$ cat src/rtl/router_sched_pkg.sv
// Shared types and width helpers for the router output-port scheduler.
package router_sched_pkg;

    localparam int OWNER_REQ_W = 8;

    function automatic int idx_bits(input int n);
        return (n > 1) ? $clog2(n) : 1;
    endfunction

    function automatic int req_bits(input int num_ports, input int num_vc);
        return idx_bits(num_ports * num_vc);
    endfunction

    function automatic int cred_bits(input int depth);
        return $clog2(depth + 1);
    endfunction

    typedef enum logic {
        VC_IDLE   = 1'b0,
        VC_ACTIVE = 1'b1
    } vc_state_e;

    typedef struct packed {
        logic                   vld;
        logic [OWNER_REQ_W-1:0] req;
    } owner_rec_t;

endpackage

$ cat src/rtl/priority_encoder.sv
// Lowest-index-wins priority encoder with a valid flag.
module priority_encoder
    import router_sched_pkg::*;
#(
    parameter  int N  = 4,
    localparam int IW = idx_bits(N)
) (
    input  logic [N-1:0]  req_i,
    output logic [IW-1:0] idx_o,
    output logic          valid_o
);

    always_comb begin
        idx_o   = '0;
        valid_o = 1'b0;
        for (int i = N - 1; i >= 0; i--) begin
            if (req_i[i]) begin
                idx_o   = IW'(i);
                valid_o = 1'b1;
            end
        end
    end

endmodule

$ cat src/rtl/rr_arbiter.sv
// Combinational round-robin arbiter; the search starts at ptr_i, pointer storage lives in the parent.
module rr_arbiter
    import router_sched_pkg::*;
#(
    parameter  int N  = 4,
    localparam int IW = idx_bits(N)
) (
    input  logic [N-1:0]  eligible_i,
    input  logic [IW-1:0] ptr_i,
    output logic [N-1:0]  grant_o,
    output logic [IW-1:0] idx_o,
    output logic          valid_o
);

    int k;

    always_comb begin
        grant_o = '0;
        idx_o   = '0;
        valid_o = 1'b0;
        k       = 0;
        for (int i = 0; i < N; i++) begin
            k = (int'(ptr_i) + i) % N;
            if (!valid_o && eligible_i[k]) begin
                valid_o    = 1'b1;
                idx_o      = IW'(k);
                grant_o[k] = 1'b1;
            end
        end
    end

endmodule

$ cat src/rtl/output_vc_scheduler.sv
// Per-output-port scheduler: packet-level downstream VC allocation, flit-level round-robin
// link arbitration, and credit gating. Grants are combinational; state moves at the next edge.
module output_vc_scheduler
    import router_sched_pkg::*;
#(
    parameter  int NUM_PORTS    = 5,
    parameter  int NUM_VC       = 4,
    parameter  int CREDIT_DEPTH = 1,
    localparam int NUM_REQ      = NUM_PORTS * NUM_VC,
    localparam int REQ_BITS     = req_bits(NUM_PORTS, NUM_VC),
    localparam int VC_BITS      = idx_bits(NUM_VC),
    localparam int CRED_BITS    = cred_bits(CREDIT_DEPTH)
) (
    input  logic                clk,
    input  logic                reset,
    input  logic [NUM_REQ-1:0]  req,
    input  logic [NUM_REQ-1:0]  req_tail,
    input  logic                credit_in_valid,
    input  logic [VC_BITS-1:0]  credit_in_vc,
    output logic [NUM_REQ-1:0]  grant,
    output logic                grant_valid,
    output logic [REQ_BITS-1:0] grant_idx,
    output logic [VC_BITS-1:0]  grant_out_vc,
    output logic [NUM_VC-1:0]   vc_busy,
    output logic                credit_error
);

    logic [CRED_BITS-1:0] credits_q [NUM_VC];
    logic [CRED_BITS-1:0] credits_d [NUM_VC];
    owner_rec_t           owner_q   [NUM_VC];
    logic [NUM_REQ-1:0]   own_vld_q;
    logic [VC_BITS-1:0]   own_vc_q  [NUM_REQ];
    logic [REQ_BITS-1:0]  rr_ptr_q, rr_ptr_d;
    logic                 credit_error_q, credit_error_d;

    vc_state_e            vc_state  [NUM_VC];
    logic [NUM_VC-1:0]    free_vec;
    logic [VC_BITS-1:0]   free_vc;
    logic                 free_any;
    logic [NUM_REQ-1:0]   eligible;
    logic [NUM_REQ-1:0]   arb_grant;
    logic [REQ_BITS-1:0]  arb_idx;
    logic                 arb_valid;
    logic                 win_owns, win_tail;
    logic [VC_BITS-1:0]   tgt_vc;
    logic [NUM_VC-1:0]    dec_vec, inc_vec;

    // A VC can take a new packet only when unowned and holding at least one credit.
    always_comb begin
        for (int v = 0; v < NUM_VC; v++) begin
            vc_state[v] = owner_q[v].vld ? VC_ACTIVE : VC_IDLE;
            free_vec[v] = (vc_state[v] == VC_IDLE) && (credits_q[v] != '0);
            vc_busy[v]  = (vc_state[v] == VC_ACTIVE);
        end
    end

    priority_encoder #(.N(NUM_VC)) u_free_vc (
        .req_i   (free_vec),
        .idx_o   (free_vc),
        .valid_o (free_any)
    );

    always_comb begin
        for (int r = 0; r < NUM_REQ; r++) begin
            eligible[r] = req[r] &&
                          (own_vld_q[r] ? (credits_q[own_vc_q[r]] != '0) : free_any);
        end
    end

    rr_arbiter #(.N(NUM_REQ)) u_arb (
        .eligible_i (eligible),
        .ptr_i      (rr_ptr_q),
        .grant_o    (arb_grant),
        .idx_o      (arb_idx),
        .valid_o    (arb_valid)
    );

    assign win_owns = own_vld_q[arb_idx];
    assign win_tail = req_tail[arb_idx];
    assign tgt_vc   = win_owns ? own_vc_q[arb_idx] : free_vc;

    // A same-cycle grant and credit return on one VC cancel; only a lone return can overflow.
    always_comb begin
        credit_error_d = credit_error_q;
        for (int v = 0; v < NUM_VC; v++) begin
            dec_vec[v]   = arb_valid && (tgt_vc == VC_BITS'(v));
            inc_vec[v]   = credit_in_valid && (credit_in_vc == VC_BITS'(v));
            credits_d[v] = credits_q[v];
            if (dec_vec[v] && !inc_vec[v]) begin
                credits_d[v] = credits_q[v] - CRED_BITS'(1);
            end else if (inc_vec[v] && !dec_vec[v]) begin
                if (credits_q[v] == CRED_BITS'(CREDIT_DEPTH)) begin
                    credit_error_d = 1'b1;
                end else begin
                    credits_d[v] = credits_q[v] + CRED_BITS'(1);
                end
            end
        end
        rr_ptr_d = rr_ptr_q;
        if (arb_valid) begin
            rr_ptr_d = (arb_idx == REQ_BITS'(NUM_REQ - 1)) ? '0 : arb_idx + REQ_BITS'(1);
        end
    end

    always_ff @(posedge clk or negedge reset) begin
        if (!reset) begin
            for (int v = 0; v < NUM_VC; v++) begin
                credits_q[v] <= CRED_BITS'(CREDIT_DEPTH);
            end
            rr_ptr_q       <= '0;
            credit_error_q <= 1'b0;
        end else begin
            for (int v = 0; v < NUM_VC; v++) begin
                credits_q[v] <= credits_d[v];
            end
            rr_ptr_q       <= rr_ptr_d;
            credit_error_q <= credit_error_d;
        end
    end

    // Per-VC ownership FSM. Single-flit packets pass through IDLE without taking a lock.
    always_ff @(posedge clk or negedge reset) begin
        if (!reset) begin
            for (int v = 0; v < NUM_VC; v++) begin
                owner_q[v] <= '0;
            end
            own_vld_q <= '0;
            for (int r = 0; r < NUM_REQ; r++) begin
                own_vc_q[r] <= '0;
            end
        end else if (arb_valid) begin
            for (int v = 0; v < NUM_VC; v++) begin
                case (vc_state[v])
                    VC_IDLE: begin
                        if (!win_owns && !win_tail && (free_vc == VC_BITS'(v))) begin
                            owner_q[v]         <= '{vld: 1'b1, req: OWNER_REQ_W'(arb_idx)};
                            own_vld_q[arb_idx] <= 1'b1;
                            own_vc_q[arb_idx]  <= VC_BITS'(v);
                        end
                    end
                    VC_ACTIVE: begin
                        if (win_owns && win_tail && (owner_q[v].req == OWNER_REQ_W'(arb_idx))) begin
                            owner_q[v].vld     <= 1'b0;
                            own_vld_q[arb_idx] <= 1'b0;
                        end
                    end
                    default: ;
                endcase
            end
        end
    end

    assign grant        = reset ? arb_grant : '0;
    assign grant_valid  = reset && arb_valid;
    assign grant_idx    = reset ? arb_idx : '0;
    assign grant_out_vc = (reset && arb_valid) ? tgt_vc : '0;
    assign credit_error = credit_error_q;

endmodule

$ cat config.mk
export PLATFORM = sky130hd
export DESIGN_NAME = output_vc_scheduler
export DESIGN_NICKNAME = d
export VERILOG_FILES = /design/src/rtl/router_sched_pkg.sv /design/src/rtl/priority_encoder.sv /design/src/rtl/rr_arbiter.sv /design/src/rtl/output_vc_scheduler.sv
export SDC_FILE = /design/constraint.sdc
export NUM_CORES = 1
export LEC_CHECK = 0
export CAP_MARGIN = 20
export CORE_MARGIN = 5
export CORE_UTILIZATION = 55
export CTS_CLUSTER_DIAMETER = 120
export CTS_CLUSTER_SIZE = 28
export DETAILED_ROUTE_END_ITERATION = 6
export HOLD_SLACK_MARGIN = 0.05
export PLACE_DENSITY = 0.85
export SKIP_LAST_GASP = 1
export SLEW_MARGIN = 20
export SYNTH_ARGS = -nofsm -noshare
export SYNTH_HDL_FRONTEND = slang
export SYNTH_SLANG_ARGS = --single-unit
$ cat constraint.sdc
create_clock -name clk -period 8.8 [get_ports clk]
set_clock_uncertainty 0.1 [all_clocks]
set_input_delay 1.76 -clock clk [delete_from_list [all_inputs] [get_ports clk]]
set_output_delay 1.76 -clock clk [all_outputs]
set_load 0.01 [all_outputs]
==> results of run 1 <==
-- per-layer routing --
| layer | global-route usage [%] | GRT overflow |
|---|---|---|
| met5 | 30.6 | 0 |
| met2 | 78.3 | 53 |
| met4 | 59.7 | 44 |
| met1 | 62.4 | 5 |
| met3 | 53.3 | 2 |
-- kinds of logic after synthesis --
group	share of synthesized area [%]
xor+xnor	3.00
compound gates	36.0
simple gates	28.5
fa+ha+maj	4.96
flops	12.2
buf+inv	6.31
mux	9.08
-- stage by stage --
| stage | hold WS (ns) | cell area [um2] | worst slack [ns] | cells | util, % |
|---|---|---|---|---|---|
| after CTS | 0.386 | 24700 | -0.0665 | 3572 | 71.3 |
| after detailed placement | 0.371 | 23700 | -0.784 | 3528 | 68.3 |
| after global placement | 0.369 | 23700 | -0.535 | 3528 | 68.3 |
| after floorplan | 0.377 | 19500 | 0.0340 | 2707 | - |
-- timing repair --
item / 4_1_cts
setup endpoints to repair: 18
gates cloned: 2
resized for setup: 113
pin swaps: 25
endpoints found under the hold margin: 0
setup buffers: 26
==> load_flow_metrics.sql, run 1 <==
INSERT INTO impl_metrics (metric_group, metric, value, unit) VALUES
('die', 'die-height', '198', 'um'),
('yosys', 'yosys-top-cells-area', 'sky130_fd_sc_hd__dfrtp_1 (12%), sky130_fd_sc_hd__o21ai_0 (5.1%), sky130_fd_sc_hd__ha_1 (4.9%)', ''),
('yosys', 'synth.top_cells.by_count', 'sky130_fd_sc_hd__nand2_1 (244), sky130_fd_sc_hd__nor2_1 (204), sky130_fd_sc_hd__o21ai_0 (199), sky130_fd_sc_hd__a21oi_1 (158), sky130_fd_sc_hd__nand3_1 (125)', ''),
('global_routing', 'grt_start_max_net_pins', '55', ''),
('yosys', 'synthesis.yosys.warnings', '0', ''),
('clock_tree', 'cts_buffer_depth', '2', ''),
('die', 'die-width', '198', 'um'),
('yosys', 'postSynthRegisterBits', '94', ''),
('die', 'initial_core_util', '56.0', '%'),
('yosys', 'post_synthesis_net_count', '2828', ''),
('outcome', 'lastStage', 'global routing (5_1_grt)', ''),
('yosys', 'syn_area_per_cell', '7.16', 'um2'),
('placed_design', 'globalplace.congestion', '1.34', ''),
('clock_tree', 'cts.sinks', '94', ''),
('timing', 'worst_endpoint_left_by_the_global_route_repair_timing_run', 'grant_out_vc[1]', ''),
('yosys', 'async_set_reset_flop_share_out_of_synthesis', '100', '%'),
('clock_tree', 'cts_htree_levels', '3', ''),
('yosys', 'synth-seq-area-share', '12.2', '%'),
('outcome', 'outcome', 'aborted with a tool error', ''),
('yosys', 'synth.cell_area', '19400', 'um2'),
('yosys', 'synthCells', '2707', ''),
('yosys', 'post-synth-top-area-fraction', '11.6', '%'),
('timing', 'timing.repair.worst_endpoint_type', 'output port', ''),
('die', 'std_cell_rows', '68', ''),
('global_routing', 'grt_remaining_overflow', '104', ''),
('yosys', 'synth_enable_flop_cells', '0', ''),
('global_routing', 'grt_use_total', '63.7', '%'),
('yosys', 'post-synth-top-count-cell', 'sky130_fd_sc_hd__nand2_1', ''),
('clock_tree', 'clock_tree.root_cell', 'sky130_fd_sc_hd__clkbuf_16', ''),
('yosys', 'netlist.top_cell.by_area', 'sky130_fd_sc_hd__dfrtp_1', ''),
('yosys', 'ys.flop_type', 'sky130_fd_sc_hd__dfrtp_1', ''),
('clock_tree', 'cts_inserted_buffers', '9', ''),
('outcome', 'stop_error', '[ERROR GRT-0232] Routing congestion too high. Check the congestion heatmap in the GUI.', ''),
('die', 'floorplan.io_pins', '78', ''),
('clock_tree', 'holdBufCountCts', '0', ''),
('yosys', 'yosys.cell_types.count', '131', ''),
('placed_design', 'numPortBuffers', '77', ''),
('placed_design', 'place_hpwl', '67900', 'um');
==> inputs of run 2 (changes only) <==
Settings changed: CORE_UTILIZATION 55 to 40, CTS_CLUSTER_DIAMETER 120 to not set, CTS_CLUSTER_SIZE 28 to not set, HOLD_SLACK_MARGIN 0.05 to not set, PLACE_DENSITY 0.85 to not set, PLACE_DENSITY_LB_ADDON set to 0.15.
Clock period 8.8 ns to 11.45 ns, I/O delays scaled along.
==> load_flow_metrics.sql, run 2 <==
INSERT INTO impl_metrics (metric_group, metric, value, unit) VALUES
('clock_tree', 'cts_inserted_buffers', '9', ''),
('detailed_routing', 'drt_pre_antenna_iters', '7', ''),
('detailed_routing', 'drt_iter0_drc', '2713', ''),
('yosys', 'synth.top_cells.by_count', 'sky130_fd_sc_hd__nand2_1 (244), sky130_fd_sc_hd__nor2_1 (204), sky130_fd_sc_hd__o21ai_0 (199), sky130_fd_sc_hd__a21oi_1 (158), sky130_fd_sc_hd__nand3_1 (125)', ''),
('final_layout', 'max_ffs_per_register', '40', ''),
('placed_design', 'numPortBuffers', '77', ''),
('die', 'std_cell_rows', '80', ''),
('final_layout', 'final_common_cell', 'sky130_fd_sc_hd__nand2_1', ''),
('clock_tree', 'cts.sinks', '94', ''),
('detailed_routing', 'vias_per_cell', '7.04', ''),
('detailed_routing', 'num_vias', '23872', ''),
('worst_hold_path', 'hold_class', 'reg2reg', ''),
('final_layout', 'syn2layout_area_growth', '12.2', '%'),
('yosys', 'synth-seq-area-share', '12.2', '%'),
('run', 'drv.max_cap_violation_count', '0', ''),
('final_layout', 'post_route_cells_drive_above_1_share', '13.2', '%'),
('placed_design', 'place_hpwl', '76900', 'um'),
('critical_path', 'crit_required', '9.06', 'ns'),
('timing', 'hold_violations', '0', ''),
('critical_path', 'sort_of_element_at_the_end_of_the_critical_path', 'output port', ''),
('detailed_routing', 'ant_nets', '0', ''),
('yosys', 'netlist.top_cell.by_area', 'sky130_fd_sc_hd__dfrtp_1', ''),
('final_layout', 'registers_with_the_most_flip_flops', 'own_vc_q: 40 flops, owner_q: 24 flops, own_vld_q: 20 flops', ''),
('die', 'die-height', '230', 'um'),
('timing', 'drv_slew', '0', ''),
('yosys', 'synth_enable_flop_cells', '0', ''),
('yosys', 'post_synthesis_net_count', '2828', ''),
('outcome', 'outcome', 'finished with violations', ''),
('final_layout', 'sequential_cell_area', '2360', 'um2'),
('critical_path', 'cp_max_fo', '10', ''),
('global_routing', 'grt_use_total', '35.3', '%'),
('timing', 'tightestPinTransition', '1.18', 'ns'),
('die', 'die-width', '230', 'um'),
('timing', 'finalSetupTns', '0', 'ns'),
('yosys', 'yosys.cell_types.count', '131', ''),
('timing', 'final.min_clock_period', '11.18', 'ns'),
('global_routing', 'grt_start_max_net_pins', '50', ''),
('yosys', 'yosys-top-cells-area', 'sky130_fd_sc_hd__dfrtp_1 (12%), sky130_fd_sc_hd__o21ai_0 (5.1%), sky130_fd_sc_hd__ha_1 (4.9%)', ''),
('detailed_routing', 'route.final.wire_length', '98300', 'um'),
('yosys', 'ys.flop_type', 'sky130_fd_sc_hd__dfrtp_1', ''),
('clock_tree', 'cts_buffer_depth', '2', ''),
('yosys', 'synth.cell_area', '19400', 'um2'),
('global_routing', 'grt_pass1_wl', '145000', 'um'),
('global_routing', 'vias_in_the_first_global_route', '22238', ''),
('timing', 'setup_repair_after_global_routing_missed_its_margin', 'no', ''),
('final_layout', 'fill_cells', '4921', ''),
('final_layout', 'total_area_of_multi_input_combinational_cells', '15900', 'um2'),
('die', 'design.core.area', '47800', 'um2'),
('final_layout', 'most-common-layout-cells', 'sky130_fd_sc_hd__nand2_1 (244), sky130_fd_sc_hd__nor2_1 (203), sky130_fd_sc_hd__o21ai_0 (199)', ''),
('clock_tree', 'clock_tree.root_cell', 'sky130_fd_sc_hd__clkbuf_16', ''),
('timing', 'fmax', '89.5', 'MHz'),
('yosys', 'postSynthRegisterBits', '94', ''),
('clock_tree', 'cts_htree_levels', '3', ''),
('clock_tree', 'clock_insertion_delay_worst_skew', '0.41', 'ns'),
('yosys', 'post-synth-top-count-cell', 'sky130_fd_sc_hd__nand2_1', ''),
('clock_tree', 'holdBufCountCts', '0', ''),
('timing', 'final_period_util', '97.6', '%'),
('clock_tree', 'cts_tree', 'done', ''),
('yosys', 'synthesis.yosys.warnings', '0', ''),
('placed_design', 'globalplace.congestion', '1.05', ''),
('global_routing', 'grt_remaining_overflow', '0', ''),
('yosys', 'post-synth-top-area-fraction', '11.6', '%'),
('critical_path', 'critical_path_class', 'in2out', ''),
('yosys', 'syn_area_per_cell', '7.16', 'um2'),
('yosys', 'synthCells', '2707', ''),
('die', 'initial_core_util', '40.5', '%'),
('timing', 'final_setup_violations', '0', ''),
('yosys', 'async_set_reset_flop_share_out_of_synthesis', '100', '%'),
('critical_path', 'setup.worst_path.start_class', 'input pin', ''),
('global_routing', 'antenna_found_initial', '2', ''),
('final_layout', 'registers.top_by_ff_count', 'own_vc_q', ''),
('detailed_routing', 'mean_routed_wirelength_per_cell', '29.0', 'um'),
('die', 'die_area', '53000', 'um2'),
('critical_path', 'worst_ep_arrival_time', '8.79', 'ns'),
('detailed_routing', 'remaining_drc_errors', '1', ''),
('timing', 'maxSlewHeadroom', '20.9', '%'),
('clock_tree', 'clkSlewWorstSetupHoldPaths', '0.08', 'ns'),
('outcome', 'failed_checks', 'DRC', ''),
('die', 'floorplan.io_pins', '78', ''),
('final_layout', 'fin_nets', '2888', '');
==> run 2: cell counts after synthesis <==
No cell type changed its count.
==> run 2: routing by layer <==
layer / wire length, um / global-route usage [%] / part of all wire [%] / up-vias
met3: 7860 / 5.45 / 8.0 / 327
met2: 44400 / 57.7 / 45 / 1402
li1: - / - / - / 10626
met1: 39400 / 44.5 / 40 / 11515
met5: 12 / 0 / 0.012 / -
met4: 6610 / 19.7 / 6.7 / 2
==> run 2: cell families (layout without fill, tap and decap cells) <==
kind of cell               after synthesis  after routing  share of synthesized area (%)
buffers and inverters                  284            349                           6.31
and+or+nand+nor                       1063           1063                           28.5
AOI/OAI and AO/OA                      989            989                           36.0
xor gates and xnor gates                55             55                           3.00
DFF                                     94             94                           12.2
adders and majority gates               77             77                           4.96
muxes                                  145            145                           9.08
other                                    0              2                              0
==> run 2: worst paths after layout <==
path	startpoint	endpoint	slack, ns	cells after the start
max in group asynchronous	reset	rr_ptr_q[0]	7.92	3
hold / removal	credit_error	credit_error	0.40	1
setup reg to reg	rr_ptr_q[3]	own_vld_q[0]	2.20	27
min in group asynchronous	reset	own_vc_q[20]	2.00	2
hold reg to reg	credit_error	credit_error	0.40	1
setup / recovery	req[7]	grant_out_vc[1]	0.27	22
==> run 2: cell type report <==
| class | count | area share [%] |
|---|---|---|
| inverter | 92 | 1.60 |
| tap | 615 | 3.54 |
| sequential | 94 | 10.9 |
| clock buffer | 10 | 1.10 |
| clock inverter | 6 | 0.288 |
| antenna | 2 | 0.0230 |
| timing repair buffer | 241 | 9.42 |
| multi-input combinational | 2329 | 73.2 |
==> run 2: stage by stage <==
step	utilization, %	setup slack, ns	instance area (um2)	hold slack [ns]	cells
3_5_place_dp	44.7	0.264	21400	0.389	3369
6_report	45.5	0.271	21800	0.402	3389
3_3_place_gp	44.7	0.284	21400	0.367	3369
2_1_floorplan	-	1.40	19400	0.377	2707
4_1_cts	45.3	0.0681	21700	0.407	3385
5_1_grt	45.5	0.00383	21700	0.438	3387
==> run 2: timing repair <==
| action | in CTS | in global routing |
|---|---|---|
| hold endpoints to repair | 0 | 0 |
| buffers inserted | 0 | 2 |
| resized for setup | 0 | 9 |
| setup endpoints to repair | 0 | 3 |
==> run 2: critical path: stages <==
cell and delay, ns:
sky130_fd_sc_hd__clkdlybuf4s50_1 0.47, sky130_fd_sc_hd__nand2b_1 0.10, sky130_fd_sc_hd__a41oi_1 0.07, sky130_fd_sc_hd__o21ai_0 0.31, sky130_fd_sc_hd__a41oi_1 0.24, sky130_fd_sc_hd__o41ai_2 0.68
sky130_fd_sc_hd__nand2b_1 0.31, sky130_fd_sc_hd__a211o_1 0.42, sky130_fd_sc_hd__nor4_4 0.59, sky130_fd_sc_hd__o21ai_0 0.20, sky130_fd_sc_hd__nand4b_1 0.28, sky130_fd_sc_hd__a21boi_1 0.17
sky130_fd_sc_hd__a221oi_4 0.40, sky130_fd_sc_hd__inv_2 0.21, sky130_fd_sc_hd__o2111ai_1 0.16, sky130_fd_sc_hd__o31ai_1 0.16, sky130_fd_sc_hd__a2111oi_4 0.50, sky130_fd_sc_hd__o21ai_1 0.16
sky130_fd_sc_hd__a21oi_1 0.23, sky130_fd_sc_hd__buf_4 0.17, sky130_fd_sc_hd__and2_1 0.12, sky130_fd_sc_hd__clkdlybuf4s50_1 0.53
Power of run 2 is left out: the tool's default activity adds up to more than one toggle a clock period on the data nets, which glitch-free logic cannot reach.
